File: config.mk
export PLATFORM = sky130hd
export DESIGN_NAME = dmem_bridge
export DESIGN_NICKNAME = d
export VERILOG_FILES = /design/src/rtl/dmem_bridge.sv
export SDC_FILE = /design/constraint.sdc
export NUM_CORES = 1
export LEC_CHECK = 0
export BUFFER_PORTS_ARGS = -buffer_cell sky130_fd_sc_hd__buf_4
export CORE_MARGIN = 2
export CORE_UTILIZATION = 52
export CTS_CLUSTER_SIZE = 24
export DETAILED_ROUTE_END_ITERATION = 12
export HOLD_SLACK_MARGIN = 0.06
export PLACE_DENSITY = 0.92
export SLEW_MARGIN = 40
export SYNTH_ARGS = -nofsm -noshare
export SYNTH_HDL_FRONTEND = slang
export SYNTH_SLANG_ARGS = --single-unit
File: constraint.sdc
create_clock -name clk -period 2.4 [get_ports clk]
set_input_delay 0.24 -clock clk [delete_from_list [all_inputs] [get_ports clk]]
set_output_delay 0.24 -clock clk [all_outputs]
set_load 0.01 [all_outputs]
File: src/rtl/dmem_bridge.sv
// dmem_bridge: core data-memory port to single-outstanding bus bridge with a one-entry write buffer.
module dmem_bridge (
  input  logic        clk,
  input  logic        rstn,
  input  logic [31:0] i_addr,
  input  logic [31:0] i_write_data,
  input  logic        i_read_en,
  input  logic        i_write_en,
  output logic [31:0] o_read_data,
  output logic        o_stall,
  output logic        o_err,
  output logic        o_bus_valid,
  output logic        o_bus_we,
  output logic [31:0] o_bus_addr,
  output logic [31:0] o_bus_wdata,
  input  logic        i_bus_ready,
  input  logic        i_bus_rvalid,
  input  logic [31:0] i_bus_rdata
);
  typedef enum logic [2:0] {IDLE, WR_REQ, RD_REQ, RD_WAIT, RD_DONE} state_t;
  state_t      state_q, state_d, state_e;
  logic        wb_valid_q, wb_valid_d, wb_valid_e;
  logic [31:0] wb_addr_q, wb_addr_d, wb_data_q, wb_data_d, rdata_q, rdata_d;
  logic        bus_valid_q, bus_valid_d, bus_we_q, bus_we_d, err_q, err_d;
  logic [31:0] bus_addr_q, bus_addr_d, bus_wdata_q, bus_wdata_d;
  logic        misalign, st, ld, hit, miss, accept, issue;
  always_comb begin
    // While rstn is low the core sees the post-reset state, so stall/data use these views.
    state_e     = rstn ? state_q : IDLE;
    wb_valid_e  = rstn & wb_valid_q;
    misalign    = (i_read_en | i_write_en) & (i_addr[1:0] != 2'b00);
    st          = i_write_en & ~misalign;
    ld          = i_read_en & ~i_write_en & ~misalign;
    hit         = ld & wb_valid_e & (i_addr[31:2] == wb_addr_q[31:2]);
    miss        = ld & ~hit;
    accept      = st & ~wb_valid_e;
    o_stall     = (st & wb_valid_e) | (miss & (state_e != RD_DONE));
    o_read_data = hit ? wb_data_q : (state_e == RD_DONE && !misalign) ? rdata_q : '0;
    state_d     = state_q;
    unique case (state_q)
      IDLE:    state_d = wb_valid_q ? WR_REQ : miss ? RD_REQ : IDLE;
      WR_REQ:  state_d = i_bus_ready ? IDLE : WR_REQ;
      RD_REQ:  state_d = i_bus_ready ? RD_WAIT : RD_REQ;
      RD_WAIT: state_d = i_bus_rvalid ? RD_DONE : RD_WAIT;
      RD_DONE: state_d = IDLE;
      default: state_d = IDLE;
    endcase
    wb_valid_d  = (wb_valid_q & ~(state_q == WR_REQ & i_bus_ready)) | accept;
    wb_addr_d   = accept ? i_addr : wb_addr_q;
    wb_data_d   = accept ? i_write_data : wb_data_q;
    rdata_d     = (state_q == RD_WAIT && i_bus_rvalid) ? i_bus_rdata : rdata_q;
    // Requests only start from IDLE; holding otherwise keeps the bus stable until accepted.
    issue       = (state_q == IDLE) && (state_d != IDLE);
    bus_valid_d = (state_d == WR_REQ) || (state_d == RD_REQ);
    bus_we_d    = issue ? (state_d == WR_REQ) : bus_we_q;
    bus_addr_d  = issue ? ((state_d == WR_REQ) ? wb_addr_q : {i_addr[31:2], 2'b00}) : bus_addr_q;
    bus_wdata_d = issue ? ((state_d == WR_REQ) ? wb_data_q : '0) : bus_wdata_q;
    err_d       = misalign | (i_read_en & i_write_en);
  end
  always_ff @(posedge clk) begin
    if (!rstn) begin
      state_q     <= IDLE;
      wb_valid_q  <= 1'b0;
      wb_addr_q   <= '0;
      wb_data_q   <= '0;
      rdata_q     <= '0;
      bus_valid_q <= 1'b0;
      bus_we_q    <= 1'b0;
      bus_addr_q  <= '0;
      bus_wdata_q <= '0;
      err_q       <= 1'b0;
    end else begin
      state_q     <= state_d;
      wb_valid_q  <= wb_valid_d;
      wb_addr_q   <= wb_addr_d;
      wb_data_q   <= wb_data_d;
      rdata_q     <= rdata_d;
      bus_valid_q <= bus_valid_d;
      bus_we_q    <= bus_we_d;
      bus_addr_q  <= bus_addr_d;
      bus_wdata_q <= bus_wdata_d;
      err_q       <= err_d;
    end
  end
  assign o_bus_valid = bus_valid_q;
  assign o_bus_we    = bus_we_q;
  assign o_bus_addr  = bus_addr_q;
  assign o_bus_wdata = bus_wdata_q;
  assign o_err       = err_q;
endmodule

==> flow_metrics.py, run 1 <==
metrics = {
    "outcome": {
        "status": "finished, violations left",
        "violations": "negative setup slack",
    },
    "sta": {
        "drv_slew": 0,
        "slew_headroom": 0.5227,
        "fin_skew_ps": 7.942,
        "tightest_slew_ps": 710.5,
        "final.setup.worst_slack_ps": -285.5,
        "fmax_ghz": 0.3724,
        "fin_crit_ps": 2685,
        "fin_setup_tns_ps": -7231,
        "rsz0062_at_grt": "true",
        "hold_viol_final": 0,
        "period_share": 1.119,
        "setup_viol": 33,
        "whs_ps": 69.81,
    },
    "routing": {
        "wl_per_cell_microns": 17.47,
        "via_per_inst": 5.499,
        "drt_iter0_markers": 532,
        "drt-total-wl_mm": 22.63,
        "drt-pass1-iter-count": 7,
        "drcViolationCount": 0,
        "num_vias": 7121,
        "postRouteAntennaNets": 0,
    },
    "logic_synthesis": {
        "ys.flop_type": "dfxtp_1",
        "synth_edf_count": 0,
        "async_flop_share": 0,
        "post_synth.cell_area_avg_sq_um": 8.424,
        "syn-cell-area_sq_um": 7244,
        "syn_nets": 962,
        "ys_seq_elements": 167,
        "yosys_warnings": 0,
        "seq_area_frac_synth": 0.4615,
        "synth_cells": 860,
        "yosysUniqueCellTypes": 38,
    },
    "floorplan": {
        "dieArea_sq_um": 14890,
        "ioPinCount": 202,
        "num_rows": 43,
        "floorplan.initialDensity": 0.5280,
        "dieHeight_microns": 122.0,
        "coreArea_sq_um": 13720,
        "fp.dieW_microns": 122.0,
    },
    "clock_tree": {
        "clkLatencyLatePin_ps": 430,
        "cts_sinks": 167,
        "htreeDepth": 4,
        "cts_buffer_depth": 2,
        "cts_tree": "done",
        "cts_root_buffer": "clkbuf_16",
        "cts.clk_slew.worst_paths_ps": 70,
        "cts_made_buffers": 17,
    },
    "power": {
        "power_density_nw_per_um2": 623.7,
        "p_leak_nw": 4.097,
        "peakVddDrop_v": 0.0005037,
    },
    "global_routing": {
        "grt_pass1_vias": 7039,
        "grt_remaining_overflow": 0,
        "grt_use_total": 0.2946,
        "grt_antenna_before_repair": 0,
        "grt_max_degree": 110,
        "grt_pass1_wl_mm": 34.23,
    },
    "worst_hold_path": {
        "hp-start": "i_bus_rdata[12]",
        "min_path_cells": 3,
        "hold_path_end": "rdata_q[12]",
        "min_path_type": "in2reg",
    },
    "worst_setup_path": {
        "worstSetupEndpointType": "primary output",
        "crit_type": "reg2out",
        "r2r-start": "state_q[2]",
        "r2r_slack_ps": 250,
        "cp.arrival_ps": 2450,
        "crit_required_ps": 2160,
        "path_max_fanout": 6,
        "r2r_end": "o_bus_addr[17]",
        "cp-start-kind": "register",
        "worstRegToRegCells": 5,
    },
    "place": {
        "pre_cts_ws_ps": 188.5,
        "dp_cells": 1198,
        "io_buffers": 201,
        "place.gp.congestion": 0.8406,
        "dpl.hpwl_mm": 13.44,
    },
    "final_layout": {
        "drive_gt1_frac": 0.2601,
        "final_cells": 1295,
        "fin_nets": 1204,
        "area_growth_pct": 42.30,
        "antenna_cells": 0,
    },
    "flow_run": {
        "drv_cap": 0,
    },
}
per-stage QoR:
stage / instance area (sq um) / power (mW) / util
final: 10310 / 6.429 / 0.7514
after global routing: 10310 / 6.644 / 0.7514
after CTS: 10180 / 6.425 / 0.7419
after detailed placement: 8946 / 3.610 / 0.6521
after global placement: 8942 / 3.594 / 0.6518
after floorplan: 7244 / 3.280 / -
layout by cell type (no fill, tap or decap), types with 3 or more instances in the layout:
cell | synthesis | layout
mux2i_1 | 34 | 31
a21boi_1 | 53 | 53
dlygate4sd3_1 | 0 | 58
a22oi_1 | 34 | 34
and3_1 | 3 | 3
clkbuf_16 | 0 | 18
nor4_2 | 4 | 7
inv_1 | 34 | 34
dfxtp_2 | 0 | 7
o221ai_1 | 29 | 29
buf_6 | 2 | 4
nor2_1 | 67 | 66
clkinv_4 | 0 | 5
nor2b_1 | 37 | 37
dfxtp_1 | 167 | 159
nand2_1 | 226 | 226
xor2_1 | 29 | 26
buf_4 | 0 | 216
a21boi_0 | 44 | 44
a21oi_1 | 5 | 4
xor2_2 | 0 | 3
buf_12 | 1 | 7
worst max path at each step:
stage | start | endpoint | slack (ps)
after global placement | i_addr[7] | o_read_data[31] | 210
after detailed placement | i_addr[7] | o_read_data[31] | 190
after CTS | wb_addr_q[27] | o_read_data[4] | -280
after global routing | wb_addr_q[29] | o_read_data[15] | -370
after floorplan | wb_addr_q[12] | o_read_data[14] | 450
final | wb_addr_q[29] | o_read_data[30] | -290
what timing repair did:
action	in CTS	in global routing
buffers inserted	3	3
endpoints found under the hold margin	57	0
hold buffers	58	0
gates cloned	0	1
gates resized for setup	9	15
setup endpoints to repair	33	33
pin swaps	7	7
report_power, final:
part	internal, mW	total, mW	switching (mW)	leakage [nW]
Clock	1.60	2.77	1.16	0.289
Combinational	0.378	0.736	0.358	2.45
Sequential	2.86	2.93	0.0645	1.36
cells by family (layout without fill, tap and decap cells):
group                     Yosys count  after routing  share of synthesized area
xor gates and xnor gates           30             30                    0.03627
and+or+nand+nor                   357            357                     0.2154
buffers and inverters              97            352                    0.05682
AOI/OAI and AO/OA                 175            175                     0.1831
muxes                              34             34                    0.04698
DFF                               167            167                     0.4615
synth_stat cells, drive strengths merged, types with 2 or more instances:
cell,instances,share of area
nor2b,37,0.032
o22ai,2,0.0017
nor2,67,0.035
nor3,3,0.0052
xor2,29,0.035
and3,3,0.0026
nand2,227,0.12
a22oi,34,0.035
nand3,3,0.0021
nor4,7,0.0095
clkbuf,47,0.024
o21ai,4,0.0028
a21boi,97,0.10
dfxtp,167,0.46
a21oi,5,0.0035
inv,34,0.018
o221ai,29,0.035
o21a,2,0.0021
buf,16,0.015
and2,2,0.0017
nand4,3,0.0035
mux2i,34,0.047
critical path, stage by stage, from the launching register on:
cell and delay (ps):
dfxtp_4 360, xor2_2 150, nor4_2 240, buf_4 150, nand4_1 150, nor3_4 270, buf_12 150, buf_6 150
mux2i_1 230, buf_4 150
registers in the layout, summed over array words and instances (netlist names):
name and cells:
o_bus_addr 32, wb_data_q 32, o_bus_wdata 32, wb_valid_q 1, wb_addr_q 32, o_bus_we 1, rdata_q 32, o_bus_valid 1
state_q 3, o_err 1
cell type report:
type                            instances  area, sq um
Sequential cell                       167         3356
Fill cell                             894         3411
Clock inverter                         12        143.9
Clock buffer                           20        456.7
Timing Repair Buffer                  286         2412
Tap cell                              180        225.2
Inverter                               34        127.6
Multi-Input combinational cell        596         3587
layer usage:
metal	vias to the layer above	GRT usage	part of all wire
li1	3352	-	-
met1	3373	0.3285	0.38
met2	341	0.5112	0.50
met3	55	0.09129	0.084
met4	0	0.1386	0.031
met5	-	0	0
No activity file was read; power rests on OpenSTA's default activity.
==> run 2, diff against run 1 <==
CORE_UTILIZATION = 55   (was 52)
PLACE_DENSITY = 0.95   (was 0.92)
clock period = 3.3 ns   (was 2.4 ns; I/O delays follow)
==> run 2 against run 1 <==
  * First-iteration DRC count is 30% higher
  * Power is 27% lower
  * Critical endpoint is now o_read_data[4]
  * Setup slack better by 560 ps
  * Non-clock buffer count is 71 lower
  * Die area is 5.3% lower
  * Wire length is 8.2% lower
  * Critical path depth is 2 lower
  * Register-to-register slack better by 940 ps
  * Highest routed layer unchanged
  * The flow now finishes without violations
  * Global-route usage is 0.56 points lower
  * Flip-flop and latch count stayed put
==> flow_metrics.py, run 2 (synthesis results as in run 1) <==
metrics = {
    "outcome": {
        "status": "finished, final reports clean",
    },
    "power": {
        "intPower_mw": 3.591,
        "p_leak_nw": 3.766,
        "peakVddDrop_v": 0.0003327,
        "power_switching_share": 0.2302,
        "switchingPower_mw": 1.073,
        "power_density_nw_per_um2": 494.4,
        "clock_power_share": 0.446,
        "p_comb_frac": 0.098,
        "power_frac_seq": 0.457,
    },
    "worst_setup_path": {
        "r2r_end": "o_bus_addr[19]",
        "cp.arrival_ps": 2690,
        "worstSetupEndpointType": "primary output",
        "path_max_fanout": 21,
        "crit_type": "reg2out",
        "r2r_slack_ps": 1190,
        "worstRegToRegCells": 5,
        "r2r-start": "state_q[0]",
        "crit_required_ps": 2970,
        "cp-start-kind": "register",
    },
    "floorplan": {
        "num_rows": 41,
        "coreArea_sq_um": 12720,
        "dieArea_sq_um": 14110,
        "dieHeight_microns": 118.8,
        "ioPinCount": 202,
        "floorplan.initialDensity": 0.5694,
        "fp.dieW_microns": 118.8,
    },
    "global_routing": {
        "grt_pass1_wl_mm": 32.44,
        "grt_use_total": 0.2890,
        "grt_max_degree": 111,
        "grt_antenna_before_repair": 0,
        "grt_pass1_vias": 6465,
        "grt_remaining_overflow": 0,
    },
    "sta": {
        "period_share": 0.9165,
        "fin_crit_ps": 3025,
        "drv_slew": 0,
        "setup_viol": 0,
        "fmax_ghz": 0.3306,
        "hold_viol_final": 0,
        "rsz0062_at_grt": "false",
        "slew_headroom": 0.4709,
        "fin_setup_tns_ps": 0,
        "fin_skew_ps": 10.17,
        "tightest_slew_ps": 792.7,
    },
    "clock_tree": {
        "cts_buffer_depth": 2,
        "clkLatencyLatePin_ps": 420,
        "postCtsSetupRepairBufs": 0,
        "cts_tree": "done",
        "cts_made_buffers": 17,
        "htreeDepth": 4,
        "cts_root_buffer": "clkbuf_16",
        "cts_sinks": 167,
        "postCtsResizedCells": 0,
        "postCtsHoldBufs": 0,
        "cts.clk_slew.worst_paths_ps": 60,
    },
    "routing": {
        "via_per_inst": 5.573,
        "wl_per_cell_microns": 17.13,
        "drt-pass1-iter-count": 5,
        "drt-total-wl_mm": 20.77,
        "postRouteAntennaNets": 0,
        "drt_iter0_markers": 693,
        "num_vias": 6754,
        "drcViolationCount": 0,
    },
    "final_layout": {
        "design_area_sq_um": 9434,
        "drive_gt1_frac": 0.2462,
        "mostFrequentLayoutCells": "nand2_1, buf_4, dfxtp_1, nor2_1, a21boi_1",
        "area_growth_pct": 30.22,
        "fin_nets": 1133,
        "post-route-util": 0.7415,
        "layout_commonest_cell": "nand2_1",
        "antenna_cells": 0,
    },
    "place": {
        "placed_cell_area_sq_um": 8828,
        "io_buffers": 201,
        "dpl.hpwl_mm": 13.34,
        "place.gp.congestion": 0.8575,
    },
    "worst_hold_path": {
        "hp-start": "i_addr[29]",
        "min_path_type": "in2reg",
        "hold_path_end": "o_bus_addr[29]",
        "min_path_cells": 3,
    },
    "flow_run": {
        "drv_cap": 0,
    },
}
==> run 2: cell count changes in the layout (fill, tap and decap cells not counted), sizes merged <==
cell | before | now
dlygate4sd3 | 58 | 0
buf | 227 | 215
clkinvlp | 2 | 0
bufinv | 2 | 4
clkbuf | 21 | 19
inv | 36 | 34
clkinv | 6 | 5
==> run 2: worst max-delay path by stage <==
| stage | endpoint | from | depth (start not counted) | slack (ps) |
|---|---|---|---|---|
| finish | o_read_data[4] | wb_valid_q | 7 | 280 |
| global route | o_read_data[4] | wb_valid_q | 7 | 140 |
| global placement | o_read_data[30] | i_addr[18] | 8 | 760 |
| floorplan | o_read_data[14] | wb_addr_q[12] | 6 | 1260 |
| detailed placement | o_read_data[4] | i_addr[0] | 7 | 660 |
| CTS | o_read_data[4] | wb_valid_q | 7 | 320 |
==> run 2: area by class of cell <==
type                    instances  area, sq um
inverters                      34        127.6
well taps                     172        215.2
fillers                       910         3288
flip-flops and latches        167         3343
multi-input cells             596         3512
clock inverters                 9        152.6
clock buffers                  19        452.9
repair buffers                215         1630
==> run 2: metrics by stage <==
stage | hold WS, ps | std cells | total power [mW] | setup slack, ps
global route | 137.6 | 1212 | 4.810 | 138.3
detailed placement | 446.8 | 1184 | 2.620 | 662.8
floorplan | 435.3 | 860 | 2.385 | 1256
CTS | 131.0 | 1212 | 4.671 | 318.1
global placement | 440.4 | 1184 | 2.609 | 755.9
finish | 147.1 | 1212 | 4.664 | 275.5
==> run 2: power by group through the flow <==
stage | clock [mW] | sequential [mW] | combinational (mW)
final | 2.08 | 2.13 | 0.456
after global routing | 2.18 | 2.14 | 0.491
after CTS | 2.09 | 2.13 | 0.454
after detailed placement | 0 | 2.17 | 0.448
after global placement | 0 | 2.17 | 0.439
after floorplan | 0 | 2.18 | 0.208
==> run 2: worst max-delay path: stages (launching register included) <==
cell	delay (ps)
dfxtp_1	590
nand2_1	230
nor4_1	270
nand2_2	140
nor3_4	180
buf_4	400
mux2i_1	290
buf_4	160
==> run 2: layer usage <==
layer / share of wire / GRT usage / up-vias
met5: 0 / 0 / -
met4: 0.020 / 0.1012 / 0
met3: 0.078 / 0.07867 / 36
met2: 0.50 / 0.5014 / 310
met1: 0.40 / 0.3422 / 3215
li1: - / - / 3193
==> run 3, diff against run 2 <==
CORE_UTILIZATION = 56   (was 55)
==> run 3 against run 2 <==
  * Final area increased by 0.44%
  * Register-to-register slack better by 20 ps
  * Clock skew fell by 4.1 ps
  * Core utilization increased by 0.93 points
  * Combinational power is 0.9% higher
  * Count of clock-buffer cells in the layout rose by 6
  * Critical path depth did not move
  * Non-clock buffer count up 3
  * Wire length is 0.71% lower
  * Fmax shrank 1.5%
  * Via count fell by 0.38%
  * Critical endpoint is now o_read_data[19]
  * Largest power group unchanged
  * Highest routed layer unchanged
==> flow_metrics.py, run 3 (synthesis results as in run 1) <==
metrics = {
    "outcome": {
        "status": "finished, final reports clean",
    },
    "power": {
        "peakVddDrop_v": 0.0003607,
        "power_density_nw_per_um2": 484.9,
        "p_leak_nw": 3.780,
        "finalPower_mw": 4.594,
    },
    "floorplan": {
        "coreArea_sq_um": 12620,
        "dieArea_sq_um": 13860,
        "dieHeight_microns": 117.7,
        "ioPinCount": 202,
        "num_rows": 41,
        "floorplan.initialDensity": 0.5741,
        "fp.dieW_microns": 117.7,
    },
    "worst_setup_path": {
        "crit_top_cell": "buf_4",
        "path_max_fanout": 21,
        "r2r_slack_ps": 1210,
        "critPathMaxStageDelay_ps": 610,
        "cp_slowest_cell": "dfxtp_1",
        "crit_required_ps": 2970,
        "worstSetupEndpointType": "primary output",
        "crit_type": "reg2out",
        "cp-start-kind": "register",
        "cp_num_buf_inv": 2,
        "cp.arrival_ps": 2740,
        "crit_chain": "nand2_1, nor4_1, nand2_2, nor3_4, buf_4, mux2i_1, buf_4",
        "crit_family": "simple AND/OR/NAND/NOR gates",
    },
    "clock_tree": {
        "htreeDepth": 4,
        "postCtsResizedCells": 0,
        "cts_buffer_depth": 2,
        "cts_made_buffers": 17,
        "clkLatencyLatePin_ps": 430,
        "cts_sinks": 167,
        "cts_root_buffer": "clkbuf_16",
        "cts_tree": "done",
        "postCtsSetupRepairBufs": 0,
        "cts.clk_slew.worst_paths_ps": 60,
        "postCtsHoldBufs": 0,
    },
    "final_layout": {
        "area_growth_pct": 30.79,
        "fin_nets": 1136,
        "fill_cells": 901,
        "post-route-util": 0.7508,
        "antenna_cells": 0,
        "layout_commonest_cell": "nand2_1",
        "drive_gt1_frac": 0.2483,
        "mostFrequentLayoutCells": "nand2_1, buf_4, dfxtp_1, nor2_1, a21boi_1",
    },
    "sta": {
        "fin_setup_tns_ps": 0,
        "setup_viol": 0,
        "period_share": 0.9308,
        "fin_crit_ps": 3072,
        "fin_skew_ps": 6.027,
        "fmax_ghz": 0.3256,
        "rsz0062_at_grt": "false",
        "drv_slew": 0,
        "tightest_slew_ps": 736.6,
        "slew_headroom": 0.5089,
        "hold_viol_final": 0,
    },
    "worst_hold_path": {
        "min_path_type": "in2reg",
    },
    "global_routing": {
        "grt_use_total": 0.2921,
        "grt_pass1_vias": 6259,
        "grt_max_degree": 123,
        "grt_remaining_overflow": 0,
        "grt_pass1_wl_mm": 32.22,
        "grt_antenna_before_repair": 0,
    },
    "place": {
        "io_buffers": 201,
        "dpl.hpwl_mm": 13.65,
        "place.gp.congestion": 0.8714,
    },
    "flow_run": {
        "drv_cap": 0,
    },
    "routing": {
        "num_vias": 6728,
        "drt_iter0_markers": 533,
        "postRouteAntennaNets": 0,
        "drcViolationCount": 0,
        "via_per_inst": 5.519,
        "drt-pass1-iter-count": 5,
        "wl_per_cell_microns": 16.91,
        "drt-total-wl_mm": 20.62,
    },
}
run 3: changes by cell type in the layout (fill, tap and decap cells not counted):
cell / previous run / this run
clkinvlp_4: 0 / 1
buf_12: 1 / 2
clkbuf_8: 2 / 5
clkbuf_1: 0 / 3
bufinv_16: 4 / 2
buf_8: 0 / 2
clkinv_4: 2 / 1
run 3: through the flow:
stage | instance area [sq um] | hold slack [ps] | cells | setup slack [ps]
after detailed placement | 8879 | 444.9 | 1187 | 673.1
after global placement | 8845 | 440.7 | 1185 | 790.2
final | 9475 | 128.0 | 1219 | 228.3
after floorplan | 7244 | 435.3 | 860 | 1256
after CTS | 9475 | 117.1 | 1219 | 262.9
after global routing | 9475 | 133.1 | 1219 | 23.48
run 3: layout make-up:
class | instances | area (sq um) | share of cell area
clock buffers | 25 | 505.5 | 0.05335
well taps | 172 | 215.2 | 0.02271
multi-input cells | 596 | 3512 | 0.3707
inverters | 34 | 127.6 | 0.01347
flip-flops and latches | 167 | 3343 | 0.3528
repair buffers | 218 | 1680 | 0.1773
clock inverters | 7 | 91.34 | 0.009640
run 3: worst reg2reg max path: stages, from the launching register on:
cell and delay (ps):
dfxtp_1 370, nor3_1 560, nand3b_1 440, buf_4 380, nor2_1 170, nor2_1 60
run 3: path summary, 6_finish.rpt:
check,start,endpoint,cells after the start
worst max-delay path,wb_valid_q,o_read_data[19],7
worst min-delay path,i_addr[29],o_bus_addr[29],3
worst min register to register,rdata_q[27],rdata_q[27],2
worst max register to register,state_q[2],o_bus_addr[16],5
run 3: per-layer routing:
layer	up-vias	GRT usage	wire length (microns)
li1	3206	-	-
met2	295	0.4833	9921
met4	0	0.1498	821
met5	-	0	0
met1	3172	0.3420	8116
met3	55	0.08818	1759
run 3: power by group:
part	internal (mW)	switching (mW)
combinational	0.226	0.234
sequential	2.08	0.0473
clock	1.21	0.794
